===== src/rtl/tetris_title_renderer_if.sv =====
// tetris_title_renderer_if: scan position, animation control, ROM and pixel signals of the title renderer
interface tetris_title_renderer_if;
  logic [9:0] DrawX;
  logic [9:0] DrawY;
  logic frame_tick;
  logic anim_en;
  logic [3:0] font_addr;
  logic [59:0] font_data;
  logic [2:0] color_addr;
  logic [11:0] color_data;
  logic title_on;
  logic [11:0] title_rgb;
  modport master (
    output DrawX, DrawY, frame_tick, anim_en, font_data, color_data,
    input font_addr, color_addr, title_on, title_rgb
  );
  modport slave (
    input DrawX, DrawY, frame_tick, anim_en, font_data, color_data,
    output font_addr, color_addr, title_on, title_rgb
  );
endinterface


===== src/rtl/tetris_title_renderer.sv =====
// tetris_title_renderer: two-stage pipeline drawing the animated "TETRIS" banner from font/colour ROMs
module tetris_title_renderer #(
  parameter int TITLE_X0 = 400,
  parameter int TITLE_Y0 = 40,
  parameter int SCALE = 3,
  parameter int ANIM_FRAMES = 30
) (
  input logic Clk,
  input logic Reset,
  tetris_title_renderer_if.slave bus
);
  localparam logic [10:0] X0 = 11'(TITLE_X0);
  localparam logic [10:0] X1 = 11'(TITLE_X0 + 60 * SCALE);
  localparam logic [10:0] Y0 = 11'(TITLE_Y0);
  localparam logic [10:0] Y1 = 11'(TITLE_Y0 + 10 * SCALE);
  localparam logic [9:0] SC = 10'(SCALE);
  localparam logic [7:0] LAST = 8'(ANIM_FRAMES - 1);
  logic in_box_q, in_box_d;
  logic [3:0] row_q, row_d;
  logic [5:0] col_q, col_d;
  logic [2:0] letter_q, letter_d;
  logic [7:0] frame_cnt_q, frame_cnt_d;
  logic [2:0] offset_q, offset_d;
  logic title_on_q, title_on_d;
  logic [11:0] title_rgb_q, title_rgb_d;
  logic [9:0] rel_x, rel_y;
  logic [3:0] sum;
  logic hit, adv;
  always_comb begin
    rel_x = bus.DrawX - X0[9:0];
    rel_y = bus.DrawY - Y0[9:0];
    in_box_d = {1'b0, bus.DrawX} >= X0 && {1'b0, bus.DrawX} < X1 &&
               {1'b0, bus.DrawY} >= Y0 && {1'b0, bus.DrawY} < Y1;
    // rel_x/rel_y wrap left of / above the banner, so in_box gates them
    col_d = in_box_d ? 6'(rel_x / SC) : 6'd0;
    row_d = in_box_d ? 4'(rel_y / SC) : 4'd0;
    letter_d = 3'(col_d / 6'd10);
    sum = {1'b0, letter_q} + {1'b0, offset_q};
    hit = in_box_q & bus.font_data[6'd59 - col_q];
    title_on_d = hit;
    title_rgb_d = hit ? bus.color_data : 12'h000;
    adv = bus.frame_tick & bus.anim_en;
    frame_cnt_d = !adv ? frame_cnt_q : (frame_cnt_q == LAST) ? 8'd0 : frame_cnt_q + 8'd1;
    offset_d = (adv && frame_cnt_q == LAST) ? ((offset_q == 3'd5) ? 3'd0 : offset_q + 3'd1) : offset_q;
  end
  always_ff @(posedge Clk) begin
    if (Reset) begin
      in_box_q <= 1'b0;
      row_q <= '0;
      col_q <= '0;
      letter_q <= '0;
      frame_cnt_q <= '0;
      offset_q <= '0;
      title_on_q <= 1'b0;
      title_rgb_q <= '0;
    end else begin
      in_box_q <= in_box_d;
      row_q <= row_d;
      col_q <= col_d;
      letter_q <= letter_d;
      frame_cnt_q <= frame_cnt_d;
      offset_q <= offset_d;
      title_on_q <= title_on_d;
      title_rgb_q <= title_rgb_d;
    end
  end
  assign bus.font_addr = in_box_q ? row_q : 4'd0;
  assign bus.color_addr = (sum >= 4'd6) ? 3'(sum - 4'd6) : sum[2:0];
  assign bus.title_on = title_on_q;
  assign bus.title_rgb = title_rgb_q;
endmodule

===== src/flat_wrapper.sv =====
// flat-port wrapper written by rule: the top's interface ports become plain ports
module tetris_title_renderer_flat 
#(
  parameter int TITLE_X0 = 400,
  parameter int TITLE_Y0 = 40,
  parameter int SCALE = 3,
  parameter int ANIM_FRAMES = 30
)
  (Clk, Reset, bus_DrawX, bus_DrawY, bus_frame_tick, bus_anim_en, bus_font_data, bus_color_data, bus_font_addr, bus_color_addr, bus_title_on, bus_title_rgb);
  tetris_title_renderer_if bus_i ();
  input logic Clk;
  input logic Reset;
  input wire logic [$bits(bus_i.DrawX)-1:0] bus_DrawX;
  input wire logic [$bits(bus_i.DrawY)-1:0] bus_DrawY;
  input wire logic [$bits(bus_i.frame_tick)-1:0] bus_frame_tick;
  input wire logic [$bits(bus_i.anim_en)-1:0] bus_anim_en;
  input wire logic [$bits(bus_i.font_data)-1:0] bus_font_data;
  input wire logic [$bits(bus_i.color_data)-1:0] bus_color_data;
  output wire logic [$bits(bus_i.font_addr)-1:0] bus_font_addr;
  output wire logic [$bits(bus_i.color_addr)-1:0] bus_color_addr;
  output wire logic [$bits(bus_i.title_on)-1:0] bus_title_on;
  output wire logic [$bits(bus_i.title_rgb)-1:0] bus_title_rgb;
  assign bus_i.DrawX = bus_DrawX;
  assign bus_i.DrawY = bus_DrawY;
  assign bus_i.frame_tick = bus_frame_tick;
  assign bus_i.anim_en = bus_anim_en;
  assign bus_i.font_data = bus_font_data;
  assign bus_i.color_data = bus_color_data;
  assign bus_font_addr = bus_i.font_addr;
  assign bus_color_addr = bus_i.color_addr;
  assign bus_title_on = bus_i.title_on;
  assign bus_title_rgb = bus_i.title_rgb;
  tetris_title_renderer #(.TITLE_X0(TITLE_X0), .TITLE_Y0(TITLE_Y0), .SCALE(SCALE), .ANIM_FRAMES(ANIM_FRAMES)) u_core (.Clk(Clk), .Reset(Reset), .bus(bus_i));
endmodule

===== config.mk =====
export PLATFORM = sky130hd
export DESIGN_NAME = tetris_title_renderer_flat
export DESIGN_NICKNAME = d
export VERILOG_FILES = /design/src/rtl/tetris_title_renderer_if.sv /design/src/rtl/tetris_title_renderer.sv /design/src/flat_wrapper.sv
export SDC_FILE = /design/constraint.sdc
export NUM_CORES = 1
export LEC_CHECK = 0
export ABC_AREA = 1
export ABC_CLOCK_PERIOD_IN_PS = 3520
export BUFFER_PORTS_ARGS = -buffer_cell sky130_fd_sc_hd__buf_2
export CAP_MARGIN = 20
export CORE_MARGIN = 2
export CORE_UTILIZATION = 51
export DETAILED_ROUTE_END_ITERATION = 16
export GPL_ROUTABILITY_DRIVEN = 0
export MAX_ROUTING_LAYER = met4
export PLACE_DENSITY = 0.86
export REMOVE_ABC_BUFFERS = 1
export SYNTH_ARGS = -nofsm -noshare
export SYNTH_HDL_FRONTEND = slang
export SYNTH_SLANG_ARGS = --single-unit
export TNS_END_PERCENT = 30

===== constraint.sdc =====
create_clock -name Clk -period 3.52 [get_ports Clk]
set_input_delay 0.176 -clock Clk [delete_from_list [all_inputs] [get_ports Clk]]
set_output_delay 0.176 -clock Clk [all_outputs]
set_load 0.01 [all_outputs]

# == Word-level counts from Yosys, hierarchy flattened ==
# Index checks and enable logic that the tools add are counted.
# op_classes
n_bitwise,4
n_reduce_logical,6
n_div,3
n_lt_le_gt_ge,6
n_addsub,7
muxes,7
eq_ne,2
# op_table
op,n
10-bit by 2-bit divider with 10-bit output (second input constant),2
10-bit by 6-bit >= comparator with 1-bit output (second input constant),1
10-bit by 9-bit >= comparator with 1-bit output (second input constant),1
10-bit < comparator (second input constant),1
10-bit by 7-bit < comparator with 1-bit output (second input constant),1
10-bit by 6-bit subtractor with 10-bit output (second input constant),1
10-bit by 9-bit subtractor with 10-bit output (second input constant),1
8-bit by 1-bit adder with 8-bit output (second input constant),1
8-bit by 5-bit == test with 1-bit output (second input constant),1
8-bit 2-to-1 mux,1
6-bit by 7-bit < comparator with 1-bit output (second input constant),1
1-bit binary-select mux with 6-bit select,1
6-bit by 4-bit divider with 6-bit output (second input constant),1
3-bit 2-to-1 mux,2
6-bit 2-to-1 mux,1
6-bit subtractor (first input constant),1
3-bit by 3-bit adder with 4-bit output,1
4-bit by 3-bit >= comparator with 1-bit output (second input constant),1
1-bit logical AND,4
4-bit 2-to-1 mux,1
2-bit OR reduction,2
3-bit by 1-bit adder with 3-bit output (second input constant),1
3-bit == test (second input constant),1
3-bit subtractor (second input constant),1
3 further kinds,5
# word_totals
out_inout_bits,20
inputBits,96
reg_bits,38
elab_cells,43

# == Logic depth before layout (Yosys ltp) ==
# depth
word_depth,6
depth_mapped,33
mapped_depth_nobuf,33

# == Least setup slack after synthesis ==
# OpenSTA, ideal clock, no wires.
# synth_path
path_type,input port to flip-flop
from,in bus_DrawY[3]
to,reg u_core.row_q[0]
required_time_ns,3.401
path_slack_ns,0.697
path_stages,27
t_arrival_ns,2.704
setup_time_ns,0.119
n_path_buf,0
path_cell_list,inv_1 > ha_1 > o21ai_2 > xor2_1 > inv_2 > nand3_1 > nand4_1 > nand2_1 > nand2_1 > nand2_1 > nand2_1 > nand3_2 > nand2_1 > nand2_1 > nand3_2 > nand3_1 > nand3_2 > nand2_1 > nand2_1 > nand2_1 > inv_1 > ha_1 > o21bai_1 > nand2_1 > nand2_1 > inv_1 > a21oi_2
# synth_via
elab_chain_cells,5
word_cells_on_any_way,8
cone_classes,add/sub: 1; div: 1; order compare: 2; bitwise: 1; reduce/logical: 3
# synth_lines
element,line_no,rtl
from (decl),flat_wrapper.sv:14,input wire logic [$bits(bus_i.DrawY)-1:0] bus_DrawY;
"parallel branches: the longest is 5 deep, another holds 10-bit by 6-bit subtractor with 10-bit output",n/a,
to (signal assigned),tetris_title_renderer.sv:58,row_q <= row_d;
to (decl),tetris_title_renderer.sv:19,"logic [3:0] row_q, row_d;"
# Several ways; the timed one is not identified.
# A chain may end at the register's enable or synchronous reset.

# == Worst setup path after layout ==
# layout_path
from,in bus_DrawX[4]
to,reg u_core.col_q[0]
# layout_via
elab_chain_cells,5
word_cells_on_any_way,8
cone_classes,add/sub: 1; div: 1; order compare: 2; mux: 1; reduce/logical: 3
# layout_lines
element,line_no,rtl
from (decl),flat_wrapper.sv:13,input wire logic [$bits(bus_i.DrawX)-1:0] bus_DrawX;
"parallel branches: the longest is 4 deep, another holds 10-bit by 9-bit subtractor with 10-bit output",n/a,
6-bit 2-to-1 mux (*),tetris_title_renderer.sv:35,col_d = in_box_d ? 6'(rel_x / SC) : 6'd0;
to (signal assigned),tetris_title_renderer.sv:59,col_q <= col_d;
to (decl),tetris_title_renderer.sv:20,"logic [5:0] col_q, col_d;"
# Every way passes the cells marked *.

==> out/results.ini <==
[global_routing]
grt.total_usage=0.229
grt_pass1_vias=3293
grt_first_pass_wirelength_mm=13.3
grt-ovfl-total=0
antenna_found_initial=0
grt_max_degree=31

[sta]
hold_violations=0
holdWs_ns=0.0911
timing.final.crit_share=0.858
clock_skew_ns=0.00534
worst_pin_slew_ns=0.582
finalSetupViolCount=0
rsz0062_at_grt=no
setup_tns_ns=0
period_minus_slack_ns=3.02
slew_headroom=0.611
clock.fmax_mhz=331
maxSlewViolCount=0

[yosys]
async_reset_ff_frac=0
netlist_instances=523
synth_ff_type=dfxtp_1
synth_area_um2=3180
avgSynthCellArea_um2=6.08
yosysWarnings=0
synth_cell_types=38
yosysSeqAreaShare=0.239
ys_seq_elements=38
synth_edf_count=0

[cells_and_area]
layout-drive-gt1-share=0.279
n_fill_cell=567
mostFrequentLayoutCells=117 x nand2_1, 115 x buf_2, 79 x nor2_1
stdcell_count=712
multi_input_area_um2=2080
final_common_cell=nand2_1
area_delta_synth_final_pct=23.9
nets=747
antenna_cells=0
area.sequential_um2=761

[pwr]
p_leak_nw=2.19
sequentialPowerShare=0.356
p_sw_uw=407
clkPwrFrac=0.304
powerDensity_nw_per_um2=310
swShare=0.332
power.ir.vdd_worst_mv=0.196
combPwrFrac=0.340
power.internal_uw=816

[run]
maxCapViolations=0

[drt]
drc=0
drt_wl_total_mm=7.88
avgRoutedWirePerCell_um=11.1
first_iter_violations=104
avgViaCountPerCell=5.15
postRouteAntennaNets=0
dr.pass1.iters=4
via_count=3667

[cts]
cts-root-buf=clkbuf_8
cts_sinks=38
worstSkewPairLatency_ns=0.29
cts_setup_buffers=0
cts_tree=done
holdBufCountCts=0
clkTransAtPathRegs_ns=0.07
numCtsBuffers=5
clockBufferDepth=2
ctsHtreeMaxLevel=2
cts_resized=0

[setup_path]
crit_slowest_cell=ha_1
slowest_delay_ns=0.22
cp_max_fo=7
rrSetupSlack_ns=1.10
path_common_cell=nand2_1
required_ns=3.71
critPathLaunchType=primary input
cp-end-kind=register
arrival_ns=3.21
crit_type=primary input to register

[floorplan]
die-area_um2=6890
io_pins=116
dieHeight_um=83.0
die_w_um=83.0
core_um2=5990
fp-row-count=28
start_util=0.531

[worst_hold_path]
hold_path.class=primary input to register

[placed_design]
dp_hpwl_mm=6.40
place_inst=705
numPortBuffers=115

[status]
outcome=completed

## routing by layer
metal | GRT usage | up-vias | share of wire
met4 | 0.0775 | 0 | 0.017
met5 | - | - | 0
li1 | - | 1920 | -
met1 | 0.265 | 1632 | 0.44
met3 | 0.0268 | 12 | 0.048
met2 | 0.409 | 103 | 0.50
## state kept, by name, indices dropped and copies added (netlist names)
register              count
u_core.bus.title_on       1
u_core.bus.title_rgb     12
u_core.col_q              6
u_core.frame_cnt_q        8
u_core.in_box_q           1
u_core.letter_q           3
u_core.offset_q           3
u_core.row_q              4
## cells in the mapped netlist, types with 4 or more instances
library cell  instances  area, um^2
o221ai_1              7        61.3
xor2_1                4        35.0
inv_2                10        37.5
dfxtp_1              38         761
a21oi_1              15        75.1
inv_1                70         263
nand2_2              18         113
nand3_1              36         180
o21ai_0              34         170
nand2_1             117         439
nand3_2              11         110
nor2_1               79         297
nor3_1                7        35.0
ha_1                 13         163
xnor2_1               4        35.0
clkbuf_1             10        37.5
o22ai_1               8        50.1
o21ai_2               8        70.1
nand4_1               4        25.0
o21ai_1               6        30.0
## path summary, 6_finish.rpt
kind	from	to	cells after the start
worst max register to register	u_core.col_q[1]$_SDFF_PP0_	u_core.bus.title_rgb[4]$_SDFF_PP0_	9
worst min-delay path	bus_color_data[3]	u_core.bus.title_rgb[3]$_SDFF_PP0_	3
worst min register to register	u_core.frame_cnt_q[7]$_SDFFE_PP0P_	u_core.frame_cnt_q[7]$_SDFFE_PP0P_	2
worst max-delay path	bus_DrawX[4]	u_core.col_q[0]$_SDFF_PP0_	30
## cell type report
cell class,count,area share
inverter,81,0.0771
tap,75,0.0238
sequential,38,0.193
clock inverter,1,0.00762
multi-input combinational,394,0.528
clock buffer,6,0.0210
timing repair buffer,117,0.150
## stage by stage
step           utilization  area [um^2]  setup slack (ns)  power [mW]
2_1_floorplan            -         3140             0.697       0.741
3_3_place_gp         0.639         3830             0.388       0.836
3_5_place_dp         0.639         3830             0.223       0.855
4_1_cts              0.658         3940             0.530        1.22
5_1_grt              0.658         3940            0.0943        1.29
6_report             0.658         3940             0.499        1.22
## power by group through the flow
stage	clock network, mW	registers [mW]	logic (mW)
3_5_place_dp	0	0.446	0.409
4_1_cts	0.373	0.436	0.412
6_report	0.371	0.436	0.416
2_1_floorplan	0	0.446	0.296
5_1_grt	0.387	0.436	0.471
3_3_place_gp	0	0.446	0.390
## critical path, delay by kind of cell
kind | cells | cell delay, ns
buffers and inverters | 4 | 0.33
and+or+nand+nor | 21 | 1.83
AOI/OAI and AO/OA | 3 | 0.46
adders and majority gates | 2 | 0.43
## logic make-up (layout without fill, tap and decap cells)
group / after synthesis / count (layout) / share of synthesized area
compound gates: 93 / 93 / 0.182
xor+xnor: 8 / 8 / 0.0220
fa+ha+maj: 14 / 14 / 0.0574
buf+inv: 91 / 205 / 0.107
flops: 38 / 38 / 0.239
simple gates: 279 / 279 / 0.392
(Power assumes the default switching activity.)
